File: src/rtl/seq_shifter.sv
`default_nettype none
// +----------------------------------------------------------------------------+
// | Module      : seq_shifter                                                  |
// | Description : Multi-cycle logical/arithmetic/rotate shifter, STEP bits per |
// |               clock, start/busy/done handshake and carry-out flag.         |
// | Revision    : 1.0 - initial release                                        |
// +----------------------------------------------------------------------------+
module seq_shifter #(
    parameter int WIDTH = 16,
    parameter int STEP  = 1,
    parameter int AW    = $clog2(WIDTH)
) (
    input  logic             clk,
    input  logic             rst_n,
    input  logic             start,
    input  logic [WIDTH-1:0] in,
    input  logic [AW-1:0]    amt,
    input  logic [2:0]       op,
    output logic             busy,
    output logic             done,
    output logic [WIDTH-1:0] sout,
    output logic             carry
);

    localparam int            c_kw    = AW + 1;
    localparam logic [c_kw-1:0] c_step  = c_kw'(STEP);
    localparam logic [c_kw-1:0] c_width = c_kw'(WIDTH);

    localparam logic [2:0] c_op_lsl = 3'b001;
    localparam logic [2:0] c_op_lsr = 3'b010;
    localparam logic [2:0] c_op_asr = 3'b011;
    localparam logic [2:0] c_op_ror = 3'b100;
    localparam logic [2:0] c_op_rol = 3'b101;

    typedef enum logic [1:0] {
        S_IDLE  = 2'd0,
        S_SHIFT = 2'd1,
        S_DONE  = 2'd2
    } state_t;

    state_t            r_state;
    state_t            w_next;
    logic [WIDTH-1:0]  r_wr;
    logic [AW-1:0]     r_rem;
    logic [2:0]        r_op;
    logic              r_lo;
    logic              r_busy;
    logic              r_done;
    logic [WIDTH-1:0]  r_sout;
    logic              r_carry;

    logic [c_kw-1:0]   w_k;
    logic [AW-1:0]     w_rem_next;
    logic [AW-1:0]     w_idx_hi;
    logic [AW-1:0]     w_idx_lo;
    logic [WIDTH-1:0]  w_wr_sh;
    logic              w_lo;
    logic              w_is_shift;
    logic [AW-1:0]     w_load_rem;

    always_comb begin
        w_is_shift = (op >= c_op_lsl) && (op <= c_op_rol);
        w_load_rem = w_is_shift ? amt : '0;

        // k never exceeds rem, so the narrowing casts below cannot lose bits
        w_k        = (c_kw'(r_rem) < c_step) ? c_kw'(r_rem) : c_step;
        w_rem_next = r_rem - AW'(w_k);
        w_idx_hi   = AW'(c_width - w_k);
        w_idx_lo   = AW'(w_k - 1'b1);

        w_wr_sh = r_wr;
        w_lo    = 1'b0;
        case (r_op)
            c_op_lsl: begin
                w_wr_sh = r_wr << w_k;
                w_lo    = r_wr[w_idx_hi];
            end
            c_op_lsr: begin
                w_wr_sh = r_wr >> w_k;
                w_lo    = r_wr[w_idx_lo];
            end
            c_op_asr: begin
                w_wr_sh = WIDTH'($signed(r_wr) >>> w_k);
                w_lo    = r_wr[w_idx_lo];
            end
            c_op_ror: begin
                w_wr_sh = (r_wr >> w_k) | (r_wr << (c_width - w_k));
                w_lo    = r_wr[w_idx_lo];
            end
            c_op_rol: begin
                w_wr_sh = (r_wr << w_k) | (r_wr >> (c_width - w_k));
                w_lo    = r_wr[w_idx_hi];
            end
            default: begin
                w_wr_sh = r_wr;
                w_lo    = 1'b0;
            end
        endcase
    end

    always_comb begin
        w_next = r_state;
        case (r_state)
            S_IDLE: begin
                if (start) begin
                    w_next = (w_load_rem == '0) ? S_DONE : S_SHIFT;
                end
            end
            S_SHIFT: begin
                w_next = (w_rem_next == '0) ? S_DONE : S_SHIFT;
            end
            S_DONE:  w_next = S_IDLE;
            default: w_next = S_IDLE;
        endcase
    end

    always_ff @(posedge clk or negedge rst_n) begin
        if (!rst_n) begin
            r_state <= S_IDLE;
            r_wr    <= '0;
            r_rem   <= '0;
            r_op    <= '0;
            r_lo    <= 1'b0;
            r_busy  <= 1'b0;
            r_done  <= 1'b0;
            r_sout  <= '0;
            r_carry <= 1'b0;
        end else begin
            r_state <= w_next;
            r_busy  <= (w_next != S_IDLE);
            r_done  <= (w_next == S_DONE);
            case (r_state)
                S_IDLE: begin
                    if (start) begin
                        r_wr  <= in;
                        r_op  <= op;
                        r_rem <= w_load_rem;
                        r_lo  <= 1'b0;
                        // zero-length operations complete straight away
                        if (w_load_rem == '0) begin
                            r_sout  <= in;
                            r_carry <= 1'b0;
                        end
                    end
                end
                S_SHIFT: begin
                    r_wr  <= w_wr_sh;
                    r_lo  <= w_lo;
                    r_rem <= w_rem_next;
                    if (w_rem_next == '0) begin
                        r_sout  <= w_wr_sh;
                        r_carry <= w_lo;
                    end
                end
                default: ;
            endcase
        end
    end

    assign busy  = r_busy;
    assign done  = r_done;
    assign sout  = r_sout;
    assign carry = r_carry;

endmodule
`default_nettype wire

File: config.mk
export PLATFORM = sky130hd
export DESIGN_NAME = seq_shifter
export DESIGN_NICKNAME = d
export VERILOG_FILES = /design/src/rtl/seq_shifter.sv
export SDC_FILE = /design/constraint.sdc
export NUM_CORES = 1
export LEC_CHECK = 0
export CAP_MARGIN = 20
export CORE_UTILIZATION = 45
export CTS_CLUSTER_SIZE = 40
export DETAILED_ROUTE_END_ITERATION = 10
export PLACE_DENSITY = 0.65
export SYNTH_ARGS = -nofsm -noshare
export SYNTH_HDL_FRONTEND = slang
export SYNTH_SLANG_ARGS = --single-unit
File: constraint.sdc
create_clock -name clk -period 3.75 [get_ports clk]
set_clock_uncertainty 0.1 [all_clocks]
set_input_delay 0.375 -clock clk [delete_from_list [all_inputs] [get_ports clk]]
set_output_delay 0.375 -clock clk [all_outputs]
set_load 0.02 [all_outputs]
==> results.yml, run 1 <==
run_status:
  status: "completed"
power:
  power.share.switching_pct: 51.19
  combPwrFrac_pct: 61.4
  power.share.clock_pct: 9.6
  sequentialPowerShare_pct: 29.0
  ir_drop_mv: 0.5019
  power_density_mw_per_mm2: 1018
  leakage_uw: 0.001580
  power_switching_uw: 2010
  p_int_uw: 1917
layout:
  fill_cells: 669
  nNetsFinal: 447
  final_cells: 516
  multiInputGateArea_mm2: 0.001919
  area_delta_synth_final_pct: 17.99
  layout_commonest_cell: "nand2_1"
  n_antenna_cell: 0
  design_area_mm2: 0.003857
  drive_above_1_share_pct: 10.71
  final_cell_mix: "50 x nand2_1, 44 x dfrtp_1, 43 x clkdlybuf4s50_1, 33 x a21oi_1, 30 x o21ai_0"
  regArea_mm2: 0.001101
routing:
  via_per_inst: 6.339
  drcViolationCount: 0
  drt-wirelength-per-cell_um: 19.95
  drt_pass1_iterations: 6
  routed_wl_um: 10290
  drtAntennaViolNets: 0
  drtIter0Drc: 455
  vias: 3271
placement:
  placed_area_mm2: 0.003716
  io_buffers: 44
  place_hpwl_um: 7075
  post-place-cells: 506
  place.gp.congestion: 1.004
clocking:
  clockBufferDepth: 2
  post_cts_buffers: 0
  numCtsBuffers: 5
  clkLatencyLatePin_ps: 310
  cts_root_buffer: "clkbuf_8"
  cts.sinks: 44
  cts_tree: "built"
  htreeDepth: 2
  path_clk_slew_ps: 90
floorplanning:
  row_count: 30
  die_h_um: 87.24
  core-area_mm2: 0.006907
  die-area_mm2: 0.007610
  die_x_um: 87.24
  start_util_pct: 47.34
  ios: 45
global_route:
  grt_max_degree: 45
  grtUsageMet2_pct: 44.74
  grt_pass1_wl_um: 16460
  met1_usage_pct: 40.50
  grt_pass1_vias: 3079
  busiest_layer: "met2"
  grt_use_met3_pct: 4.076
  gr-total-overflow: 0
  track_usage_pct: 28.67
  antenna_found_initial: 0
yosys:
  ys.flop_type: "dfrtp_1"
  synth_edf_count: 0
  synth_seq_cells: 44
  synth_cells: 391
  syn-cell-area_mm2: 0.003269
  syn_nets: 419
  synth_seq_area_share_pct: 33.68
  yosys.cell_types.count: 67
  synth.avg_cell_area_um2: 8.362
  yosys_warnings: 0
  async_flop_share_pct: 100.0
run:
  drv_cap: 0
setup_path:
  required_ps: 3830
  critical_path_class: "reg2reg"
  cp-start-kind: "register"
  crit_arrival_ps: 3140
  worstSetupEndpointType: "register"
  cp_max_fo: 32
timing:
  min_period_over_period_pct: 81.55
  finalHoldViolations: 0
  slew_headroom_pct: 49.27
  min_period_ps: 3058
  tns_ps: 0
  final-max-slew-violation-count: 0
  rsz0062_at_grt: "no"
  worstMarginPinSlew_ps: 760.9
  fmax_mhz: 327.0
  setup_viol: 0
worst_hold_path:
  hp-class: "reg2reg"
worst paths after layout:
path	cells after the start	end	slack [ps]	startpoint
setup / recovery	9	sout[7]	690	r_rem[2]
hold / removal	2	sout[2]	390	sout[2]
setup reg to reg	9	sout[7]	690	r_rem[2]
hold reg to reg	2	sout[2]	390	sout[2]
max in group asynchronous	3	r_wr[0]	2650	rst_n
min in group asynchronous	2	sout[14]	410	rst_n
timing repair:
item	4_1_cts	5_1_grt
hold endpoints to repair	0	14
resized for setup	0	0
hold buffers	0	1
critical path, stage by stage, from the launching register on:
cell      delay, ps
dfrtp_1         430
or4_4           750
clkinv_4        100
ha_1            280
buf_4           220
mux2_2          270
a21oi_1         190
a21oi_1          90
a211oi_1        360
o31ai_1         140
through the flow:
step / setup WS (ps) / util, % / hold WS (ps) / power (uW)
CTS: 703.8 / 55.42 / 164.3 / 3894
detailed placement: 728.4 / 53.80 / 373.8 / 3507
floorplan: 796.8 / - / -20.59 / 2757
global placement: 727.6 / 53.80 / 363.4 / 3511
global route: 561.3 / 55.85 / 427.8 / 4205
finish: 691.9 / 55.85 / 390.0 / 3927
Yosys cell counts (5+ instances only):
cell	count	area, um^2
clkbuf_1	16	60.06
o21ai_0	30	150.1
dfrtp_1	44	1101
buf_6	5	56.30
nand2_1	50	187.7
nor3_1	8	40.04
nor2_1	25	93.84
a31oi_1	8	50.05
a21oi_1	33	165.2
o22ai_1	9	56.30
nor2b_1	5	31.28
buf_2	11	55.05
o31ai_1	8	60.06
mux2i_1	20	200.2
nand3_1	9	45.04
nand2b_1	9	56.30
inv_1	11	41.29
registers in the layout (all words and copies together), names as in the netlist:
name     flops
busy         1
carry        1
done         1
r_op         3
r_rem        4
r_state      2
r_wr        16
sout        16
area by class of cell:
type                       instances  area share [%]
tap                               96           3.114
clock inverter                     3           1.103
inverter                          12           1.297
multi-input combinational        298           49.76
clock buffer                       5           1.784
sequential                        44           28.54
timing repair buffer              58           14.40
layer usage:
metal  part of all wire, %  routed length, um  vias up
met1                    46               4737     1573
met2                    45               4614      168
met4                   2.1                213        0
met5                     0                  0        -
li1                      -                  -     1509
met3                   7.1                727       21
kinds of logic (layout without fill, tap and decap cells):
family | after synthesis | in the layout | synth area share (%)
other cells | 1 | 1 | 0.1147
mux | 25 | 25 | 8.190
fa+ha+maj | 2 | 2 | 0.7653
compound gates | 141 | 141 | 30.08
flops | 44 | 44 | 33.68
buf+inv | 49 | 78 | 7.845
simple gates | 129 | 129 | 19.33
power by group through the flow:
stage / logic, uW / clock network, uW / registers [uW]
CTS: 2390 / 385 / 1120
detailed placement: 2380 / 0 / 1130
global route: 2630 / 401 / 1170
floorplan: 1750 / 0 / 1010
global placement: 2380 / 0 / 1130
finish: 2410 / 377 / 1140
(Power assumes the default switching activity.)
==> inputs of run 2 (changes only) <==
- PLACE_DENSITY: 0.65 -> 0.67
- clock period: 3.75 -> 2.65 ns (I/O delays scaled with it)
==> run 2 against run 1 <==
Cell count rose by 4.1%. Core utilization is 3.5 points higher. Clock-buffer cell count grew 1. Power is 53% higher. Sequential cell count unchanged. Via count up 3.5%. Highest routed layer unchanged. Sequential power increased by 26%. Critical path type unchanged. Clock power grew 53%. Design area grew 6.3%.
==> results.yml, run 2 (synthesis results as in run 1) <==
run_status:
  status: "completed"
setup_path:
  worstSetupEndpointType: "register"
  rr_startpoint: "r_rem[2]"
  crit_arrival_ps: 2700
  r2r_end: "r_wr[9]"
  cp_max_fo: 24
  rr_worst_depth: 9
  required_ps: 2730
  r2r_slack_ps: 30
  cp-start-kind: "register"
  critical_path_class: "reg2reg"
layout:
  regArea_mm2: 0.001101
  nNetsFinal: 468
  multiInputGateArea_mm2: 0.001977
  area_delta_synth_final_pct: 25.37
  drive_above_1_share_pct: 16.33
  n_antenna_cell: 0
  fill_cells: 649
  layout_commonest_cell: "nand2_1"
  final_cell_mix: "50 x nand2_1, 44 x dfrtp_1, 43 x clkdlybuf4s50_1, 33 x a21oi_1, 31 x buf_4"
timing:
  slew_headroom_pct: 42.84
  min_period_ps: 2622
  setup_viol: 0
  worstMarginPinSlew_ps: 845.5
  fmax_mhz: 381.4
  whs_ps: 183.2
  rsz0062_at_grt: "yes"
  tns_ps: 0
  finalHoldViolations: 0
  min_period_over_period_pct: 98.94
  final-max-slew-violation-count: 0
global_route:
  antenna_found_initial: 0
  grt_pass1_vias: 3317
  grt_max_degree: 45
  track_usage_pct: 30.91
  gr-total-overflow: 0
  grt_pass1_wl_um: 17670
power:
  ir_drop_mv: 0.5984
  combPwrFrac_pct: 66.4
  power_switching_uw: 3036
  leakage_uw: 0.001705
  power_density_mw_per_mm2: 1467
  p_int_uw: 2977
  sequentialPowerShare_pct: 24.0
  power_uw: 6013
  power.share.clock_pct: 9.6
  power.share.switching_pct: 50.49
routing:
  routed_wl_um: 10980
  drcViolationCount: 0
  drt_pass1_iterations: 5
  drtAntennaViolNets: 0
  drtIter0Drc: 406
  via_per_inst: 6.304
  vias: 3385
  drt-wirelength-per-cell_um: 20.45
floorplanning:
  start_util_pct: 47.34
  die_x_um: 87.24
  die-area_mm2: 0.007610
  core-area_mm2: 0.006907
  ios: 45
  row_count: 30
  die_h_um: 87.24
clocking:
  cts.sinks: 44
  cts_root_buffer: "clkbuf_8"
  clkLatencyLatePin_ps: 320
  htreeDepth: 2
  cts_tree: "built"
  path_clk_slew_ps: 110
  numCtsBuffers: 5
  clockBufferDepth: 2
worst_hold_path:
  hp-class: "in2async"
placement:
  place.gp.congestion: 0.9832
  io_buffers: 44
  place_hpwl_um: 7707
run:
  drv_cap: 0
## run 2: changes by cell type in the layout (fill, tap and decap cells not counted), sizes merged
cell,change
clkbuf,+1
buf,+21
clkinvlp,-1
## run 2: metrics by stage
step | worst slack [ps] | area, um^2 | utilization (%) | instances
after floorplan | 31.87 | 3313 | - | 391
after global placement | -57.86 | 3906 | 56.56 | 527
after detailed placement | -36.05 | 3906 | 56.56 | 527
after CTS | 25.34 | 4034 | 58.41 | 535
after global routing | -97.76 | 4099 | 59.35 | 537
final | 28.19 | 4099 | 59.35 | 537
## run 2: worst max path at each step
stage	slack (ps)	endpoint	from	cells past startpoint
after floorplan	30	sout[12]	r_rem[2]	12
after global placement	-60	sout[10]	r_rem[2]	9
after detailed placement	-40	r_wr[10]	r_rem[2]	9
after CTS	30	sout[8]	r_rem[2]	10
after global routing	-100	sout[10]	r_rem[2]	10
final	30	r_wr[9]	r_rem[2]	9
## run 2: critical path: stages, from the launching register on
cell       delay, ps
dfrtp_1          390
or4_4            560
clkinv_4          70
ha_4             210
buf_12           170
mux2i_1          240
o22ai_1          150
or3_1            330
o2111ai_1        130
o21ai_0          130
## run 2: area by class of cell
type	instances	area share [%]
clock inverter	2	0.9463
inverter	12	1.221
timing repair buffer	79	17.80
multi-input combinational	298	48.23
sequential	44	26.86
tap	96	2.930
clock buffer	6	2.015
## run 2: layer usage
| metal | share of wire, % | global-route usage (%) | wire [um] |
|---|---|---|---|
| met4 | 5.2 | 16.99 | 566 |
| met5 | 0 | 0 | 0 |
| met3 | 9.6 | 6.825 | 1053 |
| met2 | 45 | 48.60 | 4913 |
| met1 | 41 | 39.55 | 4449 |
## run 2: repair_timing
action / in CTS / in global routing
endpoints found under the hold margin: 0 / 44
pin swaps: 0 / 0
hold buffers: 0 / 1
buffers inserted: 0 / 0
resized for setup: 1 / 5
setup endpoints to repair: 2 / 23
## run 2: power by group through the flow
stage          Sequential (uW)  Combinational [uW]  Clock (uW)
6_report                  1440                3990         576
5_1_grt                   1480                4350         607
4_1_cts                   1420                3880         583
3_5_place_dp              1430                3830           0
3_3_place_gp              1440                3840           0
2_1_floorplan             1430                2530           0
